**config.mk**
```make
export PLATFORM = sky130hd
export DESIGN_NAME = lc3_ctrl_fsm_flat
export DESIGN_NICKNAME = d
export VERILOG_FILES = /design/src/rtl/lc3_ctrl_pkg.sv /design/src/rtl/lc3_ctrl_fsm_if.sv /design/src/rtl/lc3_mem_wait_timer.sv /design/src/rtl/lc3_ctrl_fsm.sv /design/src/flat_wrapper.sv
export SDC_FILE = /design/constraint.sdc
export NUM_CORES = 1
export LEC_CHECK = 0
export ABC_AREA = 0
export CORE_ASPECT_RATIO = 1.25
export CORE_MARGIN = 5
export CORE_UTILIZATION = 40
export CTS_BUF_LIST = sky130_fd_sc_hd__clkbuf_4 sky130_fd_sc_hd__clkbuf_8
export DETAILED_ROUTE_END_ITERATION = 10
export PLACE_DENSITY_LB_ADDON = 0.08
export SETUP_SLACK_MARGIN = 0.3
export SLEW_MARGIN = 20
export SYNTH_ARGS = -nofsm -noshare
export SYNTH_HDL_FRONTEND = slang
export SYNTH_HIERARCHICAL = 1
export SYNTH_SLANG_ARGS = --single-unit
```
**constraint.sdc**
```tcl
create_clock -name clk -period 4.05 [get_ports clk]
set_input_delay 0.81 -clock clk [delete_from_list [all_inputs] [get_ports clk]]
set_output_delay 0.81 -clock clk [all_outputs]
set_load 0.1 [all_outputs]
```
**src/rtl/lc3_ctrl_pkg.sv**
```systemverilog
`default_nettype none
// ============================================================================
// Module   : lc3_ctrl_pkg
// Brief    : States, opcodes, datapath select codes and per-state control word
//            decode for the LC-3 multicycle control sequencer.
// Revision : 1.0  initial release
// ============================================================================
package lc3_ctrl_pkg;

    typedef enum logic [4:0] {
        ST_IDLE   = 5'd0,
        ST_FETCH0 = 5'd1,
        ST_FETCH1 = 5'd2,
        ST_FETCH2 = 5'd3,
        ST_DECODE = 5'd4,
        ST_ADD0   = 5'd5,
        ST_AND0   = 5'd6,
        ST_NOT0   = 5'd7,
        ST_BR0    = 5'd8,
        ST_JSR0   = 5'd9,
        ST_JSR1   = 5'd10,
        ST_RET0   = 5'd11,
        ST_LD0    = 5'd12,
        ST_LD1    = 5'd13,
        ST_LD2    = 5'd14,
        ST_ST0    = 5'd15,
        ST_ST1    = 5'd16,
        ST_ST2    = 5'd17,
        ST_ILL0   = 5'd18,
        ST_ERR    = 5'd19
    } state_t;

    localparam logic [3:0] c_op_br  = 4'b0000;
    localparam logic [3:0] c_op_add = 4'b0001;
    localparam logic [3:0] c_op_ld  = 4'b0010;
    localparam logic [3:0] c_op_st  = 4'b0011;
    localparam logic [3:0] c_op_jsr = 4'b0100;
    localparam logic [3:0] c_op_and = 4'b0101;
    localparam logic [3:0] c_op_not = 4'b1001;
    localparam logic [3:0] c_op_ret = 4'b1100;

    localparam logic [1:0] c_alu_pass = 2'b00;
    localparam logic [1:0] c_alu_add  = 2'b01;
    localparam logic [1:0] c_alu_and  = 2'b10;
    localparam logic [1:0] c_alu_not  = 2'b11;

    localparam logic [1:0] c_pc_inc = 2'b00;
    localparam logic [1:0] c_pc_eab = 2'b01;
    localparam logic [1:0] c_pc_bus = 2'b10;

    localparam logic       c_eab1_pc = 1'b0;
    localparam logic       c_eab1_ra = 1'b1;
    localparam logic [1:0] c_eab2_zero  = 2'b00;
    localparam logic [1:0] c_eab2_off6  = 2'b01;
    localparam logic [1:0] c_eab2_off9  = 2'b10;
    localparam logic [1:0] c_eab2_off11 = 2'b11;

    localparam logic c_mar_bus  = 1'b0;
    localparam logic c_mar_marm = 1'b1;
    localparam logic c_mdr_mem  = 1'b0;
    localparam logic c_mdr_bus  = 1'b1;

    typedef struct packed {
        logic [1:0] alu_ctrl;
        logic [1:0] sel_pc;
        logic       sel_eab1;
        logic [1:0] sel_eab2;
        logic       sel_mar;
        logic       sel_mdr;
        logic       ena_alu;
        logic       ena_pc;
        logic       ena_marm;
        logic       ena_mdr;
        logic       ld_pc;
        logic       ld_ir;
        logic       ld_mar;
        logic       ld_mdr;
        logic       reg_we;
        logic       flag_we;
        logic       mem_we;
        logic       retire;
        logic       illegal;
    } ctrl_t;

    // Input-independent part of the control word; mem_ready and branch
    // qualification are layered on top in the sequencer.
    function automatic ctrl_t ctrl_decode(input state_t s);
        ctrl_t c;
        c = '0;
        case (s)
            ST_FETCH0: begin c.ena_pc = 1'b1; c.ld_mar = 1'b1; c.sel_mar = c_mar_bus; end
            ST_FETCH1: begin c.ld_mdr = 1'b1; c.sel_mdr = c_mdr_mem; c.sel_pc = c_pc_inc; end
            ST_FETCH2: begin c.ena_mdr = 1'b1; c.ld_ir = 1'b1; end
            ST_ADD0, ST_AND0, ST_NOT0: begin
                c.ena_alu = 1'b1; c.reg_we = 1'b1; c.flag_we = 1'b1; c.retire = 1'b1;
                c.alu_ctrl = (s == ST_ADD0) ? c_alu_add :
                             (s == ST_AND0) ? c_alu_and : c_alu_not;
            end
            ST_BR0: begin
                c.sel_eab1 = c_eab1_pc; c.sel_eab2 = c_eab2_off9;
                c.sel_pc = c_pc_eab; c.retire = 1'b1;
            end
            ST_JSR0: begin c.ena_pc = 1'b1; c.reg_we = 1'b1; end
            ST_JSR1: begin
                c.sel_eab1 = c_eab1_pc; c.sel_eab2 = c_eab2_off11;
                c.sel_pc = c_pc_eab; c.ld_pc = 1'b1; c.retire = 1'b1;
            end
            ST_RET0: begin
                c.sel_eab1 = c_eab1_ra; c.sel_eab2 = c_eab2_zero;
                c.sel_pc = c_pc_eab; c.ld_pc = 1'b1; c.retire = 1'b1;
            end
            ST_LD0, ST_ST0: begin
                c.sel_eab1 = c_eab1_pc; c.sel_eab2 = c_eab2_off9;
                c.ena_marm = 1'b1; c.ld_mar = 1'b1; c.sel_mar = c_mar_marm;
            end
            ST_LD1:  begin c.ld_mdr = 1'b1; c.sel_mdr = c_mdr_mem; end
            ST_LD2:  begin c.ena_mdr = 1'b1; c.reg_we = 1'b1; c.flag_we = 1'b1; c.retire = 1'b1; end
            ST_ST1: begin
                c.ena_alu = 1'b1; c.alu_ctrl = c_alu_pass;
                c.ld_mdr = 1'b1; c.sel_mdr = c_mdr_bus;
            end
            ST_ST2:  c.mem_we = 1'b1;
            ST_ILL0: c.illegal = 1'b1;
            default: c = '0;
        endcase
        return c;
    endfunction

endpackage
`default_nettype wire

```
**src/rtl/lc3_ctrl_fsm_if.sv**
```systemverilog
`default_nettype none
// ============================================================================
// Module   : lc3_ctrl_fsm_if
// Brief    : Datapath status inputs and control outputs of the LC-3 sequencer.
// Revision : 1.0  initial release
// ============================================================================
interface lc3_ctrl_fsm_if #(
    parameter int OPC_W = 4,
    parameter int CNT_W = 16
) ();
    logic [OPC_W-1:0] ir_opcode;
    logic [2:0]       ir_nzp;
    logic [2:0]       flag_nzp;
    logic             mem_ready;

    logic [1:0]       alu_ctrl;
    logic [1:0]       sel_pc;
    logic             sel_eab1;
    logic [1:0]       sel_eab2;
    logic             sel_mar;
    logic             sel_mdr;
    logic             ena_alu;
    logic             ena_pc;
    logic             ena_marm;
    logic             ena_mdr;
    logic             ld_pc;
    logic             ld_ir;
    logic             ld_mar;
    logic             ld_mdr;
    logic             reg_we;
    logic             flag_we;
    logic             mem_we;
    logic             retire;
    logic [CNT_W-1:0] instr_cnt;
    logic             illegal;
    logic             bus_err;

    modport master (
        input  ir_opcode, ir_nzp, flag_nzp, mem_ready,
        output alu_ctrl, sel_pc, sel_eab1, sel_eab2, sel_mar, sel_mdr,
               ena_alu, ena_pc, ena_marm, ena_mdr,
               ld_pc, ld_ir, ld_mar, ld_mdr, reg_we, flag_we, mem_we,
               retire, instr_cnt, illegal, bus_err
    );

    modport slave (
        output ir_opcode, ir_nzp, flag_nzp, mem_ready,
        input  alu_ctrl, sel_pc, sel_eab1, sel_eab2, sel_mar, sel_mdr,
               ena_alu, ena_pc, ena_marm, ena_mdr,
               ld_pc, ld_ir, ld_mar, ld_mdr, reg_we, flag_we, mem_we,
               retire, instr_cnt, illegal, bus_err
    );
endinterface
`default_nettype wire

```
**src/rtl/lc3_mem_wait_timer.sv**
```systemverilog
`default_nettype none
// ============================================================================
// Module   : lc3_mem_wait_timer
// Brief    : Counts consecutive memory stall cycles within one state and flags
//            the cycle on which the stall budget is exhausted.
// Revision : 1.0  initial release
// ============================================================================
module lc3_mem_wait_timer #(
    parameter int TMO_CYC = 15
) (
    input  wire logic clk,
    input  wire logic reset,
    input  wire logic i_clear,
    input  wire logic i_stall,
    output logic      o_timeout
);
    localparam logic [7:0] c_last = 8'(TMO_CYC - 1);

    logic [7:0] r_cnt;

    // Timeout fires during the TMO_CYC-th stall cycle so the FSM leaves on that edge.
    assign o_timeout = i_stall && (r_cnt == c_last);

    always_ff @(posedge clk) begin
        if (reset || i_clear) begin
            r_cnt <= 8'd0;
        end else if (i_stall && !o_timeout) begin
            r_cnt <= r_cnt + 8'd1;
        end
    end
endmodule
`default_nettype wire

```
**src/rtl/lc3_ctrl_fsm.sv**
```systemverilog
`default_nettype none
// ============================================================================
// Module   : lc3_ctrl_fsm
// Brief    : Multicycle LC-3 control sequencer with memory wait states, bus
//            timeout, illegal-opcode trap and retired-instruction counter.
// Revision : 1.0  initial release
// ============================================================================
module lc3_ctrl_fsm
    import lc3_ctrl_pkg::*;
#(
    parameter int OPC_W    = 4,
    parameter int MEM_WAIT = 1,
    parameter int TMO_CYC  = 15,
    parameter int CNT_W    = 16
) (
    input  wire logic      clk,
    input  wire logic      reset,
    lc3_ctrl_fsm_if.master bus
);
    state_t           r_state;
    state_t           w_next;
    ctrl_t            r_ctrl;
    logic [CNT_W-1:0] r_instr_cnt;
    logic             r_bus_err;

    logic w_mem_ok;
    logic w_wait_state;
    logic w_stall;
    logic w_timeout;
    logic w_taken;
    logic w_retire;

    function automatic state_t op_to_state(input logic [OPC_W-1:0] op);
        state_t s;
        case (op)
            OPC_W'(c_op_add): s = ST_ADD0;
            OPC_W'(c_op_and): s = ST_AND0;
            OPC_W'(c_op_not): s = ST_NOT0;
            OPC_W'(c_op_br):  s = ST_BR0;
            OPC_W'(c_op_jsr): s = ST_JSR0;
            OPC_W'(c_op_ld):  s = ST_LD0;
            OPC_W'(c_op_st):  s = ST_ST0;
            OPC_W'(c_op_ret): s = ST_RET0;
            default:          s = ST_ILL0;
        endcase
        return s;
    endfunction

    assign w_mem_ok     = (MEM_WAIT == 0) || bus.mem_ready;
    assign w_wait_state = (r_state == ST_FETCH1) || (r_state == ST_LD1) || (r_state == ST_ST2);
    assign w_stall      = w_wait_state && !w_mem_ok;
    assign w_taken      = |(bus.ir_nzp & bus.flag_nzp);

    lc3_mem_wait_timer #(
        .TMO_CYC (TMO_CYC)
    ) u_wait_timer (
        .clk       (clk),
        .reset     (reset),
        .i_clear   (w_next != r_state),
        .i_stall   (w_stall),
        .o_timeout (w_timeout)
    );

    always_comb begin
        w_next = r_state;
        case (r_state)
            ST_IDLE:   w_next = ST_FETCH0;
            ST_FETCH0: w_next = ST_FETCH1;
            ST_FETCH1: w_next = w_timeout ? ST_ERR : (w_mem_ok ? ST_FETCH2 : ST_FETCH1);
            ST_FETCH2: w_next = ST_DECODE;
            ST_DECODE: w_next = op_to_state(bus.ir_opcode);
            ST_JSR0:   w_next = ST_JSR1;
            ST_LD0:    w_next = ST_LD1;
            ST_LD1:    w_next = w_timeout ? ST_ERR : (w_mem_ok ? ST_LD2 : ST_LD1);
            ST_ST0:    w_next = ST_ST1;
            ST_ST1:    w_next = ST_ST2;
            ST_ST2:    w_next = w_timeout ? ST_ERR : (w_mem_ok ? ST_FETCH0 : ST_ST2);
            ST_ADD0, ST_AND0, ST_NOT0, ST_BR0,
            ST_JSR1, ST_RET0, ST_LD2, ST_ILL0:
                       w_next = ST_FETCH0;
            ST_ERR:    w_next = ST_ERR;
            default:   w_next = ST_IDLE;
        endcase
    end

    // ST2 only completes once the write is accepted.
    assign w_retire = r_ctrl.retire || ((r_state == ST_ST2) && w_mem_ok);

    // Control word is registered from the next state, keeping outputs glitch-free.
    always_ff @(posedge clk) begin
        if (reset) begin
            r_state     <= ST_IDLE;
            r_ctrl      <= '0;
            r_instr_cnt <= '0;
            r_bus_err   <= 1'b0;
        end else begin
            r_state <= w_next;
            r_ctrl  <= ctrl_decode(w_next);
            if (w_retire) begin
                r_instr_cnt <= r_instr_cnt + CNT_W'(1);
            end
            if (w_next == ST_ERR) begin
                r_bus_err <= 1'b1;
            end
        end
    end

    assign bus.alu_ctrl  = r_ctrl.alu_ctrl;
    assign bus.sel_pc    = r_ctrl.sel_pc;
    assign bus.sel_eab1  = r_ctrl.sel_eab1;
    assign bus.sel_eab2  = r_ctrl.sel_eab2;
    assign bus.sel_mar   = r_ctrl.sel_mar;
    assign bus.sel_mdr   = r_ctrl.sel_mdr;
    assign bus.ena_alu   = r_ctrl.ena_alu;
    assign bus.ena_pc    = r_ctrl.ena_pc;
    assign bus.ena_marm  = r_ctrl.ena_marm;
    assign bus.ena_mdr   = r_ctrl.ena_mdr;
    // PC increments once per fetch, on the cycle memory returns the word.
    assign bus.ld_pc     = r_ctrl.ld_pc
                         || ((r_state == ST_FETCH1) && w_mem_ok)
                         || ((r_state == ST_BR0) && w_taken);
    assign bus.ld_ir     = r_ctrl.ld_ir;
    assign bus.ld_mar    = r_ctrl.ld_mar;
    assign bus.ld_mdr    = r_ctrl.ld_mdr;
    assign bus.reg_we    = r_ctrl.reg_we;
    assign bus.flag_we   = r_ctrl.flag_we;
    assign bus.mem_we    = r_ctrl.mem_we;
    assign bus.retire    = w_retire;
    assign bus.instr_cnt = r_instr_cnt;
    assign bus.illegal   = r_ctrl.illegal;
    assign bus.bus_err   = r_bus_err;
endmodule
`default_nettype wire

```
**src/flat_wrapper.sv**
```systemverilog
// flat-port wrapper written by rule: the top's interface ports become plain ports
module lc3_ctrl_fsm_flat import lc3_ctrl_pkg::*;
#(
    parameter int OPC_W    = 4,
    parameter int MEM_WAIT = 1,
    parameter int TMO_CYC  = 15,
    parameter int CNT_W    = 16
)
  (clk, reset, bus_ir_opcode, bus_ir_nzp, bus_flag_nzp, bus_mem_ready, bus_alu_ctrl, bus_sel_pc, bus_sel_eab1, bus_sel_eab2, bus_sel_mar, bus_sel_mdr, bus_ena_alu, bus_ena_pc, bus_ena_marm, bus_ena_mdr, bus_ld_pc, bus_ld_ir, bus_ld_mar, bus_ld_mdr, bus_reg_we, bus_flag_we, bus_mem_we, bus_retire, bus_instr_cnt, bus_illegal, bus_bus_err);
  lc3_ctrl_fsm_if #(.OPC_W(OPC_W), .CNT_W(CNT_W)) bus_i ();
  input  wire logic clk;
  input  wire logic reset;
  input wire logic [$bits(bus_i.ir_opcode)-1:0] bus_ir_opcode;
  input wire logic [$bits(bus_i.ir_nzp)-1:0] bus_ir_nzp;
  input wire logic [$bits(bus_i.flag_nzp)-1:0] bus_flag_nzp;
  input wire logic [$bits(bus_i.mem_ready)-1:0] bus_mem_ready;
  output wire logic [$bits(bus_i.alu_ctrl)-1:0] bus_alu_ctrl;
  output wire logic [$bits(bus_i.sel_pc)-1:0] bus_sel_pc;
  output wire logic [$bits(bus_i.sel_eab1)-1:0] bus_sel_eab1;
  output wire logic [$bits(bus_i.sel_eab2)-1:0] bus_sel_eab2;
  output wire logic [$bits(bus_i.sel_mar)-1:0] bus_sel_mar;
  output wire logic [$bits(bus_i.sel_mdr)-1:0] bus_sel_mdr;
  output wire logic [$bits(bus_i.ena_alu)-1:0] bus_ena_alu;
  output wire logic [$bits(bus_i.ena_pc)-1:0] bus_ena_pc;
  output wire logic [$bits(bus_i.ena_marm)-1:0] bus_ena_marm;
  output wire logic [$bits(bus_i.ena_mdr)-1:0] bus_ena_mdr;
  output wire logic [$bits(bus_i.ld_pc)-1:0] bus_ld_pc;
  output wire logic [$bits(bus_i.ld_ir)-1:0] bus_ld_ir;
  output wire logic [$bits(bus_i.ld_mar)-1:0] bus_ld_mar;
  output wire logic [$bits(bus_i.ld_mdr)-1:0] bus_ld_mdr;
  output wire logic [$bits(bus_i.reg_we)-1:0] bus_reg_we;
  output wire logic [$bits(bus_i.flag_we)-1:0] bus_flag_we;
  output wire logic [$bits(bus_i.mem_we)-1:0] bus_mem_we;
  output wire logic [$bits(bus_i.retire)-1:0] bus_retire;
  output wire logic [$bits(bus_i.instr_cnt)-1:0] bus_instr_cnt;
  output wire logic [$bits(bus_i.illegal)-1:0] bus_illegal;
  output wire logic [$bits(bus_i.bus_err)-1:0] bus_bus_err;
  assign bus_i.ir_opcode = bus_ir_opcode;
  assign bus_i.ir_nzp = bus_ir_nzp;
  assign bus_i.flag_nzp = bus_flag_nzp;
  assign bus_i.mem_ready = bus_mem_ready;
  assign bus_alu_ctrl = bus_i.alu_ctrl;
  assign bus_sel_pc = bus_i.sel_pc;
  assign bus_sel_eab1 = bus_i.sel_eab1;
  assign bus_sel_eab2 = bus_i.sel_eab2;
  assign bus_sel_mar = bus_i.sel_mar;
  assign bus_sel_mdr = bus_i.sel_mdr;
  assign bus_ena_alu = bus_i.ena_alu;
  assign bus_ena_pc = bus_i.ena_pc;
  assign bus_ena_marm = bus_i.ena_marm;
  assign bus_ena_mdr = bus_i.ena_mdr;
  assign bus_ld_pc = bus_i.ld_pc;
  assign bus_ld_ir = bus_i.ld_ir;
  assign bus_ld_mar = bus_i.ld_mar;
  assign bus_ld_mdr = bus_i.ld_mdr;
  assign bus_reg_we = bus_i.reg_we;
  assign bus_flag_we = bus_i.flag_we;
  assign bus_mem_we = bus_i.mem_we;
  assign bus_retire = bus_i.retire;
  assign bus_instr_cnt = bus_i.instr_cnt;
  assign bus_illegal = bus_i.illegal;
  assign bus_bus_err = bus_i.bus_err;
  lc3_ctrl_fsm #(.OPC_W(OPC_W), .MEM_WAIT(MEM_WAIT), .TMO_CYC(TMO_CYC), .CNT_W(CNT_W)) u_core (.clk(clk), .reset(reset), .bus(bus_i));
endmodule
```
==> results by stage <==
Final layout:
- The number of antenna diodes in the final layout is 0.
- The proportion of layout cells with a drive suffix above 1 is between 10% and 20%.
- The post-layout instance count excluding filler cells is 434.
- Once layout is complete, the utilization of the core stands at 50.1%.
- Leaving out fill and tap cells, the most frequent cells in the layout are sky130_fd_sc_hd__clkdlybuf4s50_1, sky130_fd_sc_hd__dfxtp_1, sky130_fd_sc_hd__nor2_1, sky130_fd_sc_hd__nand2_1, sky130_fd_sc_hd__a21oi_1.
- The layout has 663 filler cells.
- The area growth from synthesis to final layout is 23.6%.
- The net count of the finished layout is 362.

Synthesis:
- The flip-flop and latch count after synthesis is 50.
- The share of synthesized registers carrying an async set or reset is 0%.
- After synthesis, flip-flops and latches occupy 38.1% of the total area.
- The count of warnings emitted by yosys is 6.
- The number of synthesized flops with an enable pin is 0.
- The primary flip-flop cell chosen by synthesis mapping is sky130_fd_sc_hd__dfxtp_1.
- The number of unique standard cell types used by synthesis is slightly below 70.
- In this run the mean area of a mapped cell was 8.59 sq um.
- The mapped netlist covers about 0.0026 sq mm.
- The count of mapped cells out of synthesis is 306.
- The number of nets produced by synthesis is ~320.

Routing:
- The routed wirelength normalized by instance count is 14.6 microns.
- The pre-antenna-repair detailed-routing pass consisted of 5 iterations.
- The initial DRC count is 149.
- The number of nets with antenna violations after detailed routing is 0.
- The number of vias after detailed routing is 2295.
- Summed over all layers, the routed wires come to 6350 microns.
- The number of vias per cell is 5.29.
- The residual DRC count is 0.

Run:
- The tool flagged a number of max-cap violations equal to 0.

Outcome:
- The run finished with clean final reports.

STA:
- The post-route minimum period is between 3 and 4 ns.
- The final number of max-transition violations came to 0.
- Setup total negative slack on the finished layout was measured at 0 ns.
- Setup violations remaining at the end of the flow were counted as 0.
- Headroom to the max-slew limit came out at 33.3%.
- At the pin with the least slew margin, the transition time is between 0.9 and 1 ns.
- The final clock skew is 0.00347 ns.
- Setup repair after global routing left no endpoint under its margin.
- Derived from the worst setup path, the maximum achievable clock frequency is 293 MHz.
- The hold violation count in the final report is 0.
- The fraction of the cycle the final worst path needs is between 80% and 90%.

Critical path:
- Walking the worst path, the cells encountered are or3b_1, o21ai_0, nand2_1, a21oi_1, and3_1, nor2b_1, o21ai_1, a21oi_1, o2111ai_2, xnor2_1, nand4_1, or2_2, a2111o_1, o21ai_0.
- The type of destination of the critical path is a flop.
- The cell with the biggest individual delay on the critical path is sky130_fd_sc_hd__dfxtp_2.
- The terminus of the critical flop-to-flop path is u_core/u_wait_timer/r_cnt[3].
- The critical path's largest stage delay is 0.41 ns.
- Data arrives at the worst endpoint at 3.65 ns.
- At the worst endpoint, the required time is 4.29 ns.
- The maximum fanout along the worst path is 15.
- The startpoint type of the worst setup path is a flop.
- The startpoint identified for the worst register-to-register timing path is u_core/r_state[3].
- The termination of the worst setup path is u_core/u_wait_timer/r_cnt[3].
- The start point of the critical path is u_core/r_state[3].
- The critical path is of the reg2reg type.
- The slack of the worst reg-to-reg path is 0.64 ns.
- Measured in cells, the most critical reg-to-reg path has a length of 14.

Clock network:
- CTS built an H-tree with a depth of 2.
- After clock tree synthesis, the clock-pin slew on the worst setup and hold paths is 0.09 ns.
- TritonCTS built the clock tree.
- The clock tree buffer depth is 2.
- Clock tree synthesis inserted a total of 5 buffers.
- For this design, the CTS-stage hold fixing added 0 buffers.
- Clock tree synthesis found a total of 50 sinks.
- The later-pin clock latency in the skew report is 0.31 ns.
- The cell sitting at the root of the clock tree is a sky130_fd_sc_hd__clkbuf_8.

Floorplan:
- The floorplan has 33 rows.
- The floorplan die area is 0.00830 sq mm.
- The initial utilization of the core area, before any placement, comes to 40.6%.
- The top-level port count is 52.
- After floorplanning, the core was sized to cover approximately 0.0065 sq mm.
- The width of the chip is 82.5 microns.
- The die is 101 microns tall.

Power:
- The power per unit of standard cell area is 512 mW/mm^2.
- The analysis attributes to cell leakage a power of approximately 1.2 nW.
- The worst ir drop on vdd is approximately 210 uV.

Place:
- The estimated wirelength of the detail-placed design is 4620 microns.
- The routability congestion estimate is 0.891.
- Including well taps, the total number of placed cells is around 430.
- The count of buffers added on input and output ports is 50.

GRT:
- The maximum number of pins on one net before global-route repair is 31.
- The total overflow reported by the global router is 0.
- The first-pass GRT wire length is 10600 microns.
- The total routing resource utilization after global routing is roughly 16%.
- The number of global-route vias before repair is 2268.
- The initial antenna violation count came to 0.

Hold path:
- The min-delay analysis places its worst path in the category reg2reg.
[worst min path at each step]
stage                                       startpoint                           end  depth (start not counted)
final                               u_core/bus.bus_err            u_core/bus.bus_err                          2
after global routing                u_core/bus.bus_err            u_core/bus.bus_err                          2
after CTS                           u_core/bus.bus_err            u_core/bus.bus_err                          2
after detailed placement            u_core/bus.bus_err            u_core/bus.bus_err                          2
after global placement              u_core/bus.bus_err            u_core/bus.bus_err                          2
after floorplan           u_core/u_wait_timer/r_cnt[7]  u_core/u_wait_timer/r_cnt[7]                          2
[cells in the mapped netlist, types with 5 or more instances]
cell type / number / area [sq um]
sky130_fd_sc_hd__xnor2_1: 9 / 78.8
sky130_fd_sc_hd__o21ai_0: 6 / 30.0
sky130_fd_sc_hd__nand2b_1: 7 / 43.8
sky130_fd_sc_hd__nor2_1: 38 / 143
sky130_fd_sc_hd__xor2_1: 11 / 96.3
sky130_fd_sc_hd__nand3_1: 7 / 35.0
sky130_fd_sc_hd__nand4_1: 10 / 62.6
sky130_fd_sc_hd__and3_1: 10 / 62.6
sky130_fd_sc_hd__or3_1: 5 / 31.3
sky130_fd_sc_hd__a21oi_1: 19 / 95.1
sky130_fd_sc_hd__buf_2: 13 / 65.1
sky130_fd_sc_hd__nand2_1: 21 / 78.8
sky130_fd_sc_hd__dfxtp_1: 50 / 1000
sky130_fd_sc_hd__inv_1: 8 / 30.0
sky130_fd_sc_hd__buf_4: 8 / 60.1
[where the power goes]
part           total, mW  switching [mW]  internal [mW]
sequential         0.568          0.0329          0.535
clock              0.297           0.175          0.122
combinational      0.799           0.559          0.239
[worst max-delay path, delay by kind of cell, from the launching register on]
kind,cells,cell delay [ns]
AOI/OAI and AO/OA,7,1.35
and+or+nand+nor,6,1.43
DFF,1,0.41
xor gates and xnor gates,1,0.15
[per-layer routing]
metal	track usage, %	part of all wire, %	vias to the layer above
met5	0	0	-
li1	-	-	1148
met3	4.03	5.1	9
met2	28.1	52	54
met4	5.79	1.9	0
met1	19.1	41	1084
[state kept, by name, indices dropped and copies added, names as in the netlist, 2 cells and up]
register / flops
u_core/r_ctrl: 2
u_core/u_wait_timer/r_cnt: 8
u_core/bus.instr_cnt: 16
u_core/bus.alu_ctrl: 2
u_core/r_state: 5
u_core/bus.sel_eab2: 2
[cells by family after synthesis]
group,after synthesis,synth area share [%]
and+or+nand+nor,128,26.1
xor gates and xnor gates,20,6.66
adders and majority gates,4,1.81
muxes,4,1.52
AOI/OAI and AO/OA,64,18.6
DFF,50,38.1
other,1,0.143
buffers and inverters,35,7.04
[through the flow]
| stage | setup WS, ns | total power [mW] | hold slack, ns | area [sq um] |
|---|---|---|---|---|
| 2_1_floorplan | 0.620 | 1.23 | 0.448 | 2630 |
| 4_1_cts | 0.545 | 1.68 | 0.466 | 3250 |
| 6_report | 0.637 | 1.66 | 0.455 | 3250 |
| 3_3_place_gp | 0.533 | 1.38 | 0.439 | 3160 |
| 5_1_grt | 0.329 | 1.76 | 0.487 | 3250 |
| 3_5_place_dp | 0.453 | 1.38 | 0.447 | 3160 |
[timing repair]
action / in CTS / in global routing
endpoints found under the setup margin: 0 / 2
buffers inserted: 0 / 0
resized for setup: 0 / 2
[final cells by class]
| type | count | area, sq um | share of cell area, % |
|---|---|---|---|
| sequential | 50 | 1000 | 30.9 |
| inverter | 8 | 30.0 | 0.924 |
| clock inverter | 3 | 18.8 | 0.578 |
| timing repair buffer | 60 | 571 | 17.6 |
| multi-input combinational | 221 | 1450 | 44.6 |
| tap | 87 | 109 | 3.35 |
| clock buffer | 5 | 68.8 | 2.12 |
(Power assumes the default switching activity.)
